$ cat src/rtl/hydra_pkg.sv
// Shared types and constants for the hydra ingress framer and write-port logic.
package hydra_pkg;

    localparam int PORT_W = 4;
    localparam int PRIO_W = 3;
    localparam int LEN_W  = 9;

    typedef struct packed {
        logic [LEN_W-1:0]  len;
        logic [PRIO_W-1:0] prio;
        logic [PORT_W-1:0] dest;
    } hdr_t;

    typedef enum logic [2:0] {FILL, DISCARD, WAIT, SOP, HDR, DATA, EOP} framer_state_t;

endpackage

$ cat src/rtl/hydra_framer_buf.sv
// Simple dual-port packet buffer, one write port and one registered read port.
module hydra_framer_buf #(
    parameter int DEPTH = 64,
    parameter int AW    = $clog2(DEPTH)
) (
    input  logic          clk,
    input  logic          we,
    input  logic [AW-1:0] waddr,
    input  logic [15:0]   wdata,
    input  logic [AW-1:0] raddr,
    output logic [15:0]   rdata
);

    logic [15:0] mem [DEPTH];

    always_ff @(posedge clk) begin
        if (we) mem[waddr] <= wdata;
        rdata <= mem[raddr];
    end

endmodule

$ cat src/rtl/hydra_ingress_framer.sv
// Store-and-forward ingress framer feeding one hydra write port.
// Optional packet/truncation counters under HYDRA_FRAMER_STATS_EN.
module hydra_ingress_framer
    import hydra_pkg::*;
#(
    parameter int DEPTH = 64
) (
    input  logic        clk,
    input  logic        rst_n,
    input  logic        in_vld,
    input  logic        in_last,
    input  logic [15:0] in_data,
    input  logic [2:0]  in_prio,
    input  logic [3:0]  in_dest,
    output logic        in_ready,
    output logic        wr_sop,
    output logic        wr_vld,
    output logic [15:0] wr_data,
    output logic        wr_eop,
    input  logic        pause,
    output logic        trunc_err
`ifdef HYDRA_FRAMER_STATS_EN
    ,
    output logic [15:0] pkt_cnt,
    output logic [15:0] trunc_cnt
`endif
);

    localparam int               AW      = $clog2(DEPTH);
    localparam logic [LEN_W-1:0] DEPTH_L = LEN_W'(DEPTH);

    framer_state_t     state, state_nx;
    logic [LEN_W-1:0]  cnt, idx, len;
    logic [PRIO_W-1:0] prio;
    logic [PORT_W-1:0] dest;
    logic              accept, trunc_hit, data_sel;
    logic [15:0]       hdr_q, rdata;
    hdr_t              hdr;

    assign hdr = '{len: len, prio: prio, dest: dest};

    always_comb begin
        state_nx  = state;
        accept    = 1'b0;
        trunc_hit = 1'b0;
        case (state)
            FILL: begin
                accept = in_vld && in_ready;
                if (accept) begin
                    if (in_last) begin
                        state_nx = WAIT;
                    end else if (cnt + 1'b1 == DEPTH_L) begin
                        state_nx  = DISCARD;
                        trunc_hit = 1'b1;
                    end
                end
            end
            DISCARD: if (in_vld && in_last) state_nx = WAIT;
            WAIT:    if (!pause) state_nx = SOP;
            SOP:     state_nx = HDR;
            HDR:     state_nx = DATA;
            // idx runs one ahead of the word on wr_data because of the read latency
            DATA:    if (idx == len) state_nx = EOP;
            EOP:     state_nx = FILL;
            default: state_nx = FILL;
        endcase
    end

    always_ff @(posedge clk) begin
        if (!rst_n) begin
            state     <= FILL;
            cnt       <= '0;
            idx       <= '0;
            len       <= '0;
            prio      <= '0;
            dest      <= '0;
            in_ready  <= 1'b1;
            wr_sop    <= 1'b0;
            wr_vld    <= 1'b0;
            wr_eop    <= 1'b0;
            trunc_err <= 1'b0;
            data_sel  <= 1'b0;
            hdr_q     <= '0;
        end else begin
            state     <= state_nx;
            in_ready  <= (state_nx == FILL) || (state_nx == DISCARD);
            wr_sop    <= (state_nx == SOP);
            wr_vld    <= (state_nx == HDR) || (state_nx == DATA);
            wr_eop    <= (state_nx == EOP);
            data_sel  <= (state_nx == DATA);
            trunc_err <= trunc_hit;
            hdr_q     <= (state_nx == HDR) ? hdr : '0;
            idx       <= (state_nx == DATA) ? idx + 1'b1 : '0;
            if (accept) begin
                cnt <= cnt + 1'b1;
                if (cnt == '0) begin
                    prio <= in_prio;
                    dest <= in_dest;
                end
                if (in_last)        len <= cnt + 1'b1;
                else if (trunc_hit) len <= DEPTH_L;
            end
            if (state == EOP) cnt <= '0;
        end
    end

    assign wr_data = data_sel ? rdata : hdr_q;

    hydra_framer_buf #(
        .DEPTH (DEPTH),
        .AW    (AW)
    ) u_buf (
        .clk   (clk),
        .we    (accept),
        .waddr (cnt[AW-1:0]),
        .wdata (in_data),
        .raddr (idx[AW-1:0]),
        .rdata (rdata)
    );

`ifdef HYDRA_FRAMER_STATS_EN
    always_ff @(posedge clk) begin
        if (!rst_n) begin
            pkt_cnt   <= '0;
            trunc_cnt <= '0;
        end else begin
            if (state == EOP) pkt_cnt <= pkt_cnt + 1'b1;
            if (trunc_hit)    trunc_cnt <= trunc_cnt + 1'b1;
        end
    end
`endif

endmodule

$ cat config.mk
export PLATFORM = sky130hd
export DESIGN_NAME = hydra_ingress_framer
export DESIGN_NICKNAME = d
export VERILOG_FILES = /design/src/rtl/hydra_pkg.sv /design/src/rtl/hydra_framer_buf.sv /design/src/rtl/hydra_ingress_framer.sv
export SDC_FILE = /design/constraint.sdc
export NUM_CORES = 1
export LEC_CHECK = 0
export CAP_MARGIN = 25
export CORE_ASPECT_RATIO = 0.8
export CORE_UTILIZATION = 60
export DETAILED_ROUTE_END_ITERATION = 6
export PLACE_DENSITY = 0.84
export RECOVER_POWER = 50
export SLEW_MARGIN = 20
export SYNTH_ARGS = -nofsm -noshare
export SYNTH_HDL_FRONTEND = slang
export SYNTH_SLANG_ARGS = --single-unit
$ cat constraint.sdc
create_clock -name clk -period 4.15 [get_ports clk]
set_input_delay 0.6225 -clock clk [delete_from_list [all_inputs] [get_ports clk]]
set_output_delay 0.6225 -clock clk [all_outputs]
set_load 0.05 [all_outputs]
======== Word-level counts from Yosys, hierarchy flattened ========
Memories as Yosys holds them, arrays and structs flattened. A register that Yosys moved wholly into a read port is not among the register bits.
Cells that the tools add are included.
cells by class
  muxes and demuxes ....................... 17
  add/sub/neg operators ................... 2
  reductions and logical operators ........ 13
  eq/ne operators ......................... 13
  bitwise gates (word level) .............. 1
operators with widths
  cell                                                                    count
  9-bit by 1-bit adder with 9-bit output (second input constant)          2
  3-bit equality test (second input constant)                             6
  3-bit 2-to-1 mux                                                        6
  9-bit 2-to-1 mux                                                        2
  3-bit one-hot mux with 6 select lines                                   1
  16-bit 2-to-1 mux                                                       1
  3-bit by 2-bit equality test with 1-bit output (second input constant)  3
  9-bit by 7-bit equality test with 1-bit output (second input constant)  1
  9-bit equality test                                                     1
  9-bit logical NOT                                                       1
  2-bit AND reduction                                                     4
  1-bit 2-to-1 mux                                                        7
  3-bit by 1-bit equality test with 1-bit output (second input constant)  2
  3-bit logical NOT                                                       2
  1-bit logical AND                                                       2
  1-bit logical OR                                                        2
  2-bit nonzero test                                                      1
  2-bit OR reduction                                                      1
  1-bit NOT                                                               1
storage, ports and cells
  output and inout port bits .............. 21
  logic and storage cells ................. 60
  RAM bits ................................ 1,024
  bits in registers ....................... 59
  bits of input ports ..................... 28
  memories kept ........................... 1
memory list
  name       depth  bits a word  rd ports  clocked after Yosys merged registers in  write ports  line                    text
  u_buf.mem  64     16           1         1                                        1            hydra_framer_buf.sv:14  logic [15:0] mem [DEPTH];

======== Logic depth before layout (Yosys ltp) ========
Gate-level depths: netlist of run 1.
  depth after elaboration ................. 8
  gate-level depth with buffers ........... 9
  gate-level depth less buffers ........... 6

======== Cells and area by module ========
A second synthesis of run 1 with hierarchy kept.
second synthesis, totals
  cell total of the unflattened synthesis .. 2,115
  area total of the unflattened synthesis .. 42,778.5 um^2
by module, submodules not included
  module                cells each  area each (um^2)  times used  sequential area each (um^2)
  hydra_framer_buf      1,829       40,042.2          1           31,069.8
  hydra_ingress_framer  286         2,736.4           1           1,181.1

======== Least setup slack after synthesis of run 1 ========
Ideal clock, no wire load.
  path kind ............................... register to register
  start point ............................. register in_ready
  end point ............................... memory u_buf.mem[38][0], enable pin
  period minus slack after synthesis ...... 2.715 ns
  setup time .............................. 0.388 ns
  path slack .............................. 1.435 ns
  arrival time ............................ 2.326 ns
  cell stages (with the launch flop) ...... 6
  path buffers ............................ 1
  cell sequence ........................... dfxtp_1 > and2_0 > and2_1 > clkbuf_1 > nand3_1 > nor2_1
on the way
  cells in the longest elaborated chain, start to end .. 4
ends and longest elaborated chain
  item                                    line                        text
  start: declaration                      hydra_ingress_framer.sv:15  output logic in_ready,
  start signal: assignment                hydra_ingress_framer.sv:86  in_ready <= (state_nx == FILL) || (state_nx == DISCARD);
  1-bit logical AND                       hydra_ingress_framer.sv:48  accept = in_vld && in_ready;
  1-bit 2-to-1 mux                        hydra_ingress_framer.sv:46  case (state)
  1-bit 2-to-1 mux                        hydra_framer_buf.sv:17      if (we) mem[waddr] <= wdata;
  1-bit 2-to-1 mux (implied by the code)  hydra_framer_buf.sv:17
  end: declaration                        hydra_framer_buf.sv:14
No other way between the ends.

======== Final worst setup path of run 1 ========
  start point ............................. input port in_data[9]
  end point ............................... memory u_buf.mem[20][9], data pin
RTL lines
  item                line                        text
  start: declaration  hydra_ingress_framer.sv:12  input logic [15:0] in_data,
No word-level cell before the write port.

==> parameters.txt, run 1 <==
Parameter                              Value

Critical path
  Worst reg2reg path depth ... 5
  Family of cells with the greatest summed delay on the critical path ... buffers and inverters
  Worst path required time ... 4.33 ns
  CP Class ... input pin to flip-flop
  RR Startpoint ... idx[1]
  Setup slack on the worst flop-to-flop path ... 0.84 ns
  Number of buffers and inverters on the critical path ... 2
  Stage delay of the slowest cell on the critical path ... 1.52 ns
  Critical Path Source Type ... input pin
  Capture point of the worst reg-to-reg path ... u_buf.rdata[0]
  Crit path depth ... 2
  Crit path max fanout ... 35
  Cell type with the highest occurrence count on the critical path ... clkbuf_1
  CP endpoint kind ... flip-flop
  Arrival time worst endpoint ... 3.70 ns
  Worst-path cell with the longest stage delay ... clkbuf_1
  Cell Chain, Critical Path ... clkbuf_1, clkbuf_1

Die
  Floorplan die area ... 71,700 um^2
  Width of the die ... 299.1 um
  Chip Height ... 239.7 um
  Placement Rows ... 86
  Core outline area ... 69,400 um^2
  Number of primary I/O pins ... 49
  Starting utilization of the core area ... 61.05%

Clocking
  Clock network latency to the later pin of the worst-skew pair ... 0.68 ns
  Depth of the CTS H-tree ... 3
  CTS tree ... yes
  Maximum clock insertion buffer count ... 3
  Count of clock tree sinks ... 1,099
  CTS Hold Buffers Added ... 0
  Clock transition at the registers of the reported paths ... 0.06 ns
  Count of cells resized by post-cts repair ... 0
  CTS Root Buffer Type ... clkbuf_16
  Postcts setup bufs ... 0
  TritonCTS Buffers ... 98

Logic synthesis
  Dominant synthesized flop cell ... edfxtp_1
  List of most frequent post-synthesis cells ... edfxtp_1, mux4_2, nor2_1, mux2i_1, dfxtp_1
  Number of synthesized flops with an enable pin ... 1,024
  Area share of the largest cell type after synthesis ... 72.57%
  Syn Nets ... 2,092
  Most repeated cell in the gate-level netlist after synthesis ... edfxtp_1
  Netlist area before placement ... 42,370 um^2
  Count of mapped cells out of synthesis ... 2,061
  Synth top area cells ... edfxtp_1, mux4_2, dfxtp_1
  Sequential cell area fraction in the yosys report ... 76.11%
  Number of synthesized register bits ... 1,099
  Number of different library cells in the post-synthesis netlist ... 61
  Async SR Flop Fraction ... 0%
  Synthesized area per cell ... 20.56 um^2
  Syn. warnings ... 0
  Cell type contributing the most total cell area after synthesis ... edfxtp_1

Global routing
  Global-route congestion overflow total ... 0
  Maximum number of pins on one net before global-route repair ... 95
  Antenna violations before repair ... 3
  Wire length of the first global-routing pass ... 159.7 mm
  Aggregate global-route resource usage ... 31.88%
  Vias in the first global route ... 22,377

Status
  Result of the run ... finished with violations
  Failing checks ... design-rule violations, max-capacitance violations, max-slew violations

Route
  Violation count after the first detailed-route iteration ... 3,916
  Routed length per placed instance ... 34.77 um
  Post-detailed-route DRC marker count ... 1
  First-pass DRT Iterations ... 7
  Number of routed nets with antenna violations ... 0
  Total length of routed wires ... 112.5 mm
  Avg Vias per Cell ... 7.078
  Vias after detailed routing ... 22,898

Power
  Peak supply drop ... 0.0003541 V
  Static leakage ... 14.51 nW
  PwrDens ... 456.2 nW/um^2

Timing
  Endpoints failing hold ... 0
  Max-slew violation count ... 829
  RSZ-0062 raised after global routing ... no
  Final setup violation count ... 0
  Post-layout minimum cycle time ... 3.523 ns
  Upper clock frequency limit ... 0.2839 GHz
  Clock skew ... 0.03102 ns
  Slew at the pin with the worst max-slew slack ... 3.046 ns
  Post-Route Setup TNS ... 0 ns
  Slew headroom ... -103.1%
  Post-route fraction of the period consumed by the critical path ... 84.89%

Cells and area
  Synth-to-Final Area Change ... 11.59%
  Post-route non-filler standard cell count ... 3,235
  Net count of the finished layout ... 2,255
  Layout cells sized above 1 ... 21.76%

Place
  Final weighted congestion in routability-driven placement ... 0.9528
  Final HPWL from detailed placement ... 66.61 mm
  Port Buffers ... 48
  Placed Cells incl. Taps ... 3,044

Worst hold path
  Hold Path Class ... flip-flop to flip-flop
  Hold Crit Depth ... 1
  HP Start ... prio[2]
  Hold worst-path end ... hdr_q[6]

Flow run
  Maximum capacitance violations ... 24
==> routing by layer <==
layer,GRT usage (%),up-vias,share of wire (%),routed length [um]
met5,0,-,0.0071,8
met4,13.50,2,4.9,5537
met3,10.68,372,16,17720
met2,46.93,2169,44,49380
met1,44.08,11504,35,39820
li1,-,8851,-,-
==> area by class of cell <==
cell class | count | area, um^2
clock inverter | 60 | 462.9
multi-input combinational | 833 | 9368
timing repair buffer | 184 | 1375
sequential | 1099 | 32260
inverter | 8 | 30.03
tap | 924 | 1156
fill | 4065 | 22120
antenna | 4 | 10.01
clock buffer | 123 | 2619
==> per-stage QoR <==
stage | power (W) | worst slack, ns | util [%] | area, um^2 | hold slack (ns)
2_1_floorplan | 0.01259 | 1.435 | - | 42370 | 0.4516
6_report | 0.02157 | 0.6271 | 68.13 | 47280 | 0.4812
4_1_cts | 0.02158 | 0.9438 | 68.26 | 47380 | 0.4830
5_1_grt | 0.02199 | 0.6802 | 68.11 | 47270 | 0.5008
3_5_place_dp | 0.01293 | 0.9338 | 63.82 | 44300 | 0.4706
3_3_place_gp | 0.01290 | 1.005 | 63.79 | 44280 | 0.4579
==> sequential cells by signal, summed over array words and instances, names as in the netlist <==
register,flops
dest,4
len,9
prio,3
wr_vld,1
data_sel,1
hdr_q,16
trunc_err,1
idx,9
wr_sop,1
u_buf.mem,1024
in_ready,1
state,3
u_buf.rdata,16
wr_eop,1
cnt,9
==> report_power, final <==
part           internal (W)  total (W)  leakage [nW]  switching (W)
clock               0.00486    0.00885          1.53        0.00399
sequential           0.0122     0.0122          9.82      0.0000584
combinational      0.000112   0.000495          3.16       0.000383
total                0.0171     0.0216          14.5        0.00443
==> worst max path at each step <==
stage                     from                to  slack (ns)
global route        in_data[6]  u_buf.mem[61][6]        0.68
CTS                   data_sel        wr_data[0]        0.94
detailed placement      in_vld  u_buf.mem[34][2]        0.93
global placement        idx[0]   u_buf.rdata[10]        1.00
floorplan             in_ready  u_buf.mem[38][0]        1.44
finish              in_data[9]  u_buf.mem[20][9]        0.63
==> worst reg2reg max path, stage by stage, from the launching register on <==
cell      delay, ns
dfxtp_4        0.62
buf_12         0.44
nand2b_1       0.71
o221ai_1       0.82
a21oi_1        0.19
or3_1          0.41
==> cells in the final DEF (no fill, tap or decap), types with 24 or more instances in the layout <==
| master | synthesis | layout |
|---|---|---|
| dfxtp_1 | 75 | 71 |
| nand2_1 | 33 | 33 |
| clkinv_2 | 0 | 24 |
| clkdlybuf4s50_1 | 0 | 31 |
| a211oi_1 | 26 | 26 |
| clkinv_1 | 1 | 24 |
| a21oi_1 | 42 | 42 |
| o22ai_1 | 31 | 31 |
| buf_4 | 13 | 103 |
| clkbuf_1 | 41 | 63 |
| mux2i_1 | 100 | 100 |
| edfxtp_1 | 1024 | 1024 |
| mux4_2 | 216 | 216 |
| clkbuf_16 | 0 | 100 |
| nor2_1 | 117 | 117 |
==> logic make-up after synthesis <==
| logic type | count (synthesis) | share of synthesized area (%) |
|---|---|---|
| buffers and inverters | 129 | 1.795 |
| AND/OR/NAND/NOR | 245 | 2.755 |
| flip-flops | 1099 | 76.11 |
| AO/OA/AOI/OAI | 208 | 3.546 |
| adder cells (fa/ha/maj) | 3 | 0.08859 |
| multiplexers | 346 | 15.06 |
| XOR/XNOR | 31 | 0.6407 |
Power figures use the tool's default switching activity.
==> inputs of run 2 (changes only) <==
CORE_UTILIZATION = 56   (was 60)
PLACE_DENSITY = 0.82   (was 0.84)
clock period = 2.8 ns   (was 4.15 ns; I/O delays follow)
==> run 2 against run 1 <==
  * The flow finishes with violations (max-capacitance violations, max-slew violations, negative setup slack)
  * Setup slack worse by 0.72 ns
  * Via count up 1.2%
  * Routed wire length shrank 2.8%
  * Worst hold slack worse by 0.26 ns
  * Critical path depth increased by 5
  * Sequential power up 48%
  * Flip-flop and latch count is the same
  * Register-to-register slack got worse by 0.94 ns
  * Largest cell class unchanged
==> parameters.txt, run 2 (synthesized netlist as in run 1, its figures left out) <==
Parameter                              Value

Cells and area
  Synth-to-Final Area Change ... 15.19%
  Finished layout cell area ... 48,810 um^2
  Antenna Cells ... 0
  Top flop regs ... u_buf.mem (1024), hdr_q (16), u_buf.rdata (16)
  Max FFs per register ... 1,024
  Commonest cells after routing, fill and taps aside ... edfxtp_1, mux4_2, buf_4
  Largest reg by FF count ... u_buf.mem
  Net count of the finished layout ... 2,356
  Layout cells sized above 1 ... 25.60%
  Most frequent standard cell in the layout excluding fill and tap cells ... edfxtp_1

Clocking
  Depth of the CTS H-tree ... 3
  Clock transition at the registers of the reported paths ... 0.07 ns
  Maximum clock insertion buffer count ... 3
  Count of clock tree sinks ... 1,099
  Clock network latency to the later pin of the worst-skew pair ... 0.69 ns
  CTS tree ... yes
  TritonCTS Buffers ... 97
  CTS Hold Buffers Added ... 0
  CTS Root Buffer Type ... clkbuf_16

Place
  Final weighted congestion in routability-driven placement ... 0.9446
  Port Buffers ... 48
  Area after DPL ... 45,780 um^2
  Final HPWL from detailed placement ... 67.61 mm
  Worst slack after detailed placement ... -0.2267 ns

Route
  Avg Vias per Cell ... 6.801
  First-pass DRT Iterations ... 6
  Routed length per placed instance ... 32.09 um
  Post-detailed-route DRC marker count ... 0
  Violation count after the first detailed-route iteration ... 3,653
  Number of routed nets with antenna violations ... 0
  Total length of routed wires ... 109.3 mm
  Vias after detailed routing ... 23,170

Status
  Result of the run ... finished with violations
  Failing checks ... max-capacitance violations, max-slew violations, negative setup slack

Power
  Part of the power in registers ... 56.4%
  Portion of total power attributed to the clock network ... 41.3%
  Net switching component of the power ... 0.006484 W
  Logic pwr share ... 2.3%
  PwrDens ... 658.1 nW/um^2
  Static leakage ... 15.18 nW
  Switch share ... 20.19%
  P_int ... 0.02564 W
  Peak supply drop ... 0.0004699 V

Worst hold path
  Hold Path Class ... input pin to flip-flop

Timing
  Endpoints failing hold ... 0
  Max-slew violation count ... 560
  Fin Hold WS ... 0.2191 ns
  Slew headroom ... -53.26%
  Clock skew ... 0.03610 ns
  Post-layout minimum cycle time ... 2.896 ns
  Upper clock frequency limit ... 0.3453 GHz
  Final worst setup slack ... -0.09613 ns
  Post-route fraction of the period consumed by the critical path ... 103.4%
  Slew at the pin with the worst max-slew slack ... 2.299 ns
  Final setup violation count ... 4

Global routing
  Global-route congestion overflow total ... 0
  Wire length of the first global-routing pass ... 157.0 mm
  Antenna violations before repair ... 3
  Vias in the first global route ... 22,826
  Maximum number of pins on one net before global-route repair ... 65
  Aggregate global-route resource usage ... 28.92%

Die
  Width of the die ... 309.5 um
  Floorplan die area ... 76,780 um^2
  Placement Rows ... 89
  Starting utilization of the core area ... 57.05%
  Number of primary I/O pins ... 49
  Chip Height ... 248.0 um
  Core outline area ... 74,280 um^2

Flow run
  Maximum capacitance violations ... 15

Critical path
  Worst path required time ... 3.41 ns
  Arrival time worst endpoint ... 3.50 ns
  Crit path max fanout ... 11
  CP endpoint kind ... flip-flop
  Critical Path Source Type ... flip-flop
  CP Class ... flip-flop to flip-flop
-- run 2: area by class of cell --
type	instances	area [um^2]
Sequential cell	1099	32260
Fill cell	4542	25470
Multi-Input combinational cell	833	9425
Timing Repair Buffer	286	2716
Clock buffer	134	2668
Tap cell	1001	1252
Clock inverter	46	452.9
Inverter	8	30.03
-- run 2: metal layers --
layer  wire, um  up-vias  global-route usage (%)
met5         46        -                       0
met4       3758        6                   9.246
met3      16450      267                   9.767
met2      49330     1995                   42.86
met1      39750    11827                   40.86
li1           -     9075                       -
-- run 2: critical path: stages, from the launching register on --
cell      delay, ns
dfxtp_4        0.42
buf_12         0.18
or3b_2         0.65
buf_4          0.23
o221ai_1       0.28
a211oi_2       0.14
a311oi_1       0.70
or3_1          0.19
-- run 2: metrics by stage --
| stage | power, W | std cells | util (%) | TNS [ns] |
|---|---|---|---|---|
| 6_report | 0.03212 | 3407 | 65.71 | -0.2534 |
| 5_1_grt | 0.03283 | 3407 | 65.71 | -0.07887 |
| 4_1_cts | 0.03215 | 3406 | 65.88 | 0 |
| 3_5_place_dp | 0.01917 | 3225 | 61.63 | -0.6235 |
| 3_3_place_gp | 0.01913 | 3225 | 61.63 | -0.3539 |
| 2_1_floorplan | 0.01866 | 2061 | - | 0 |
-- run 2: timing repair --
action / CTS / global route
setup buffers: 1 / 0
pin swaps: 1 / 0
setup endpoints to repair: 8 / 6
resized for setup: 6 / 6
hold endpoints to repair: 0 / 0
-- run 2: worst paths after layout --
| path | from | end | slack, ns | cells past startpoint |
|---|---|---|---|---|
| worst max-delay path | idx[0] | u_buf.rdata[5] | -0.1 | 7 |
| worst min-delay path | in_data[10] | u_buf.mem[47][10] | 0.22 | 1 |
| worst max register to register | idx[0] | u_buf.rdata[5] | -0.1 | 7 |
| worst min register to register | dest[3] | hdr_q[3] | 0.48 | 1 |
-- run 2: power by group through the flow --
stage                     sequential, W  clock, W  combinational [W]
after floorplan                  0.0184         0           0.000258
after global placement           0.0184         0           0.000699
after detailed placement         0.0184         0           0.000738
after CTS                        0.0181    0.0133           0.000745
after global routing             0.0181    0.0140           0.000764
final                            0.0181    0.0133           0.000738
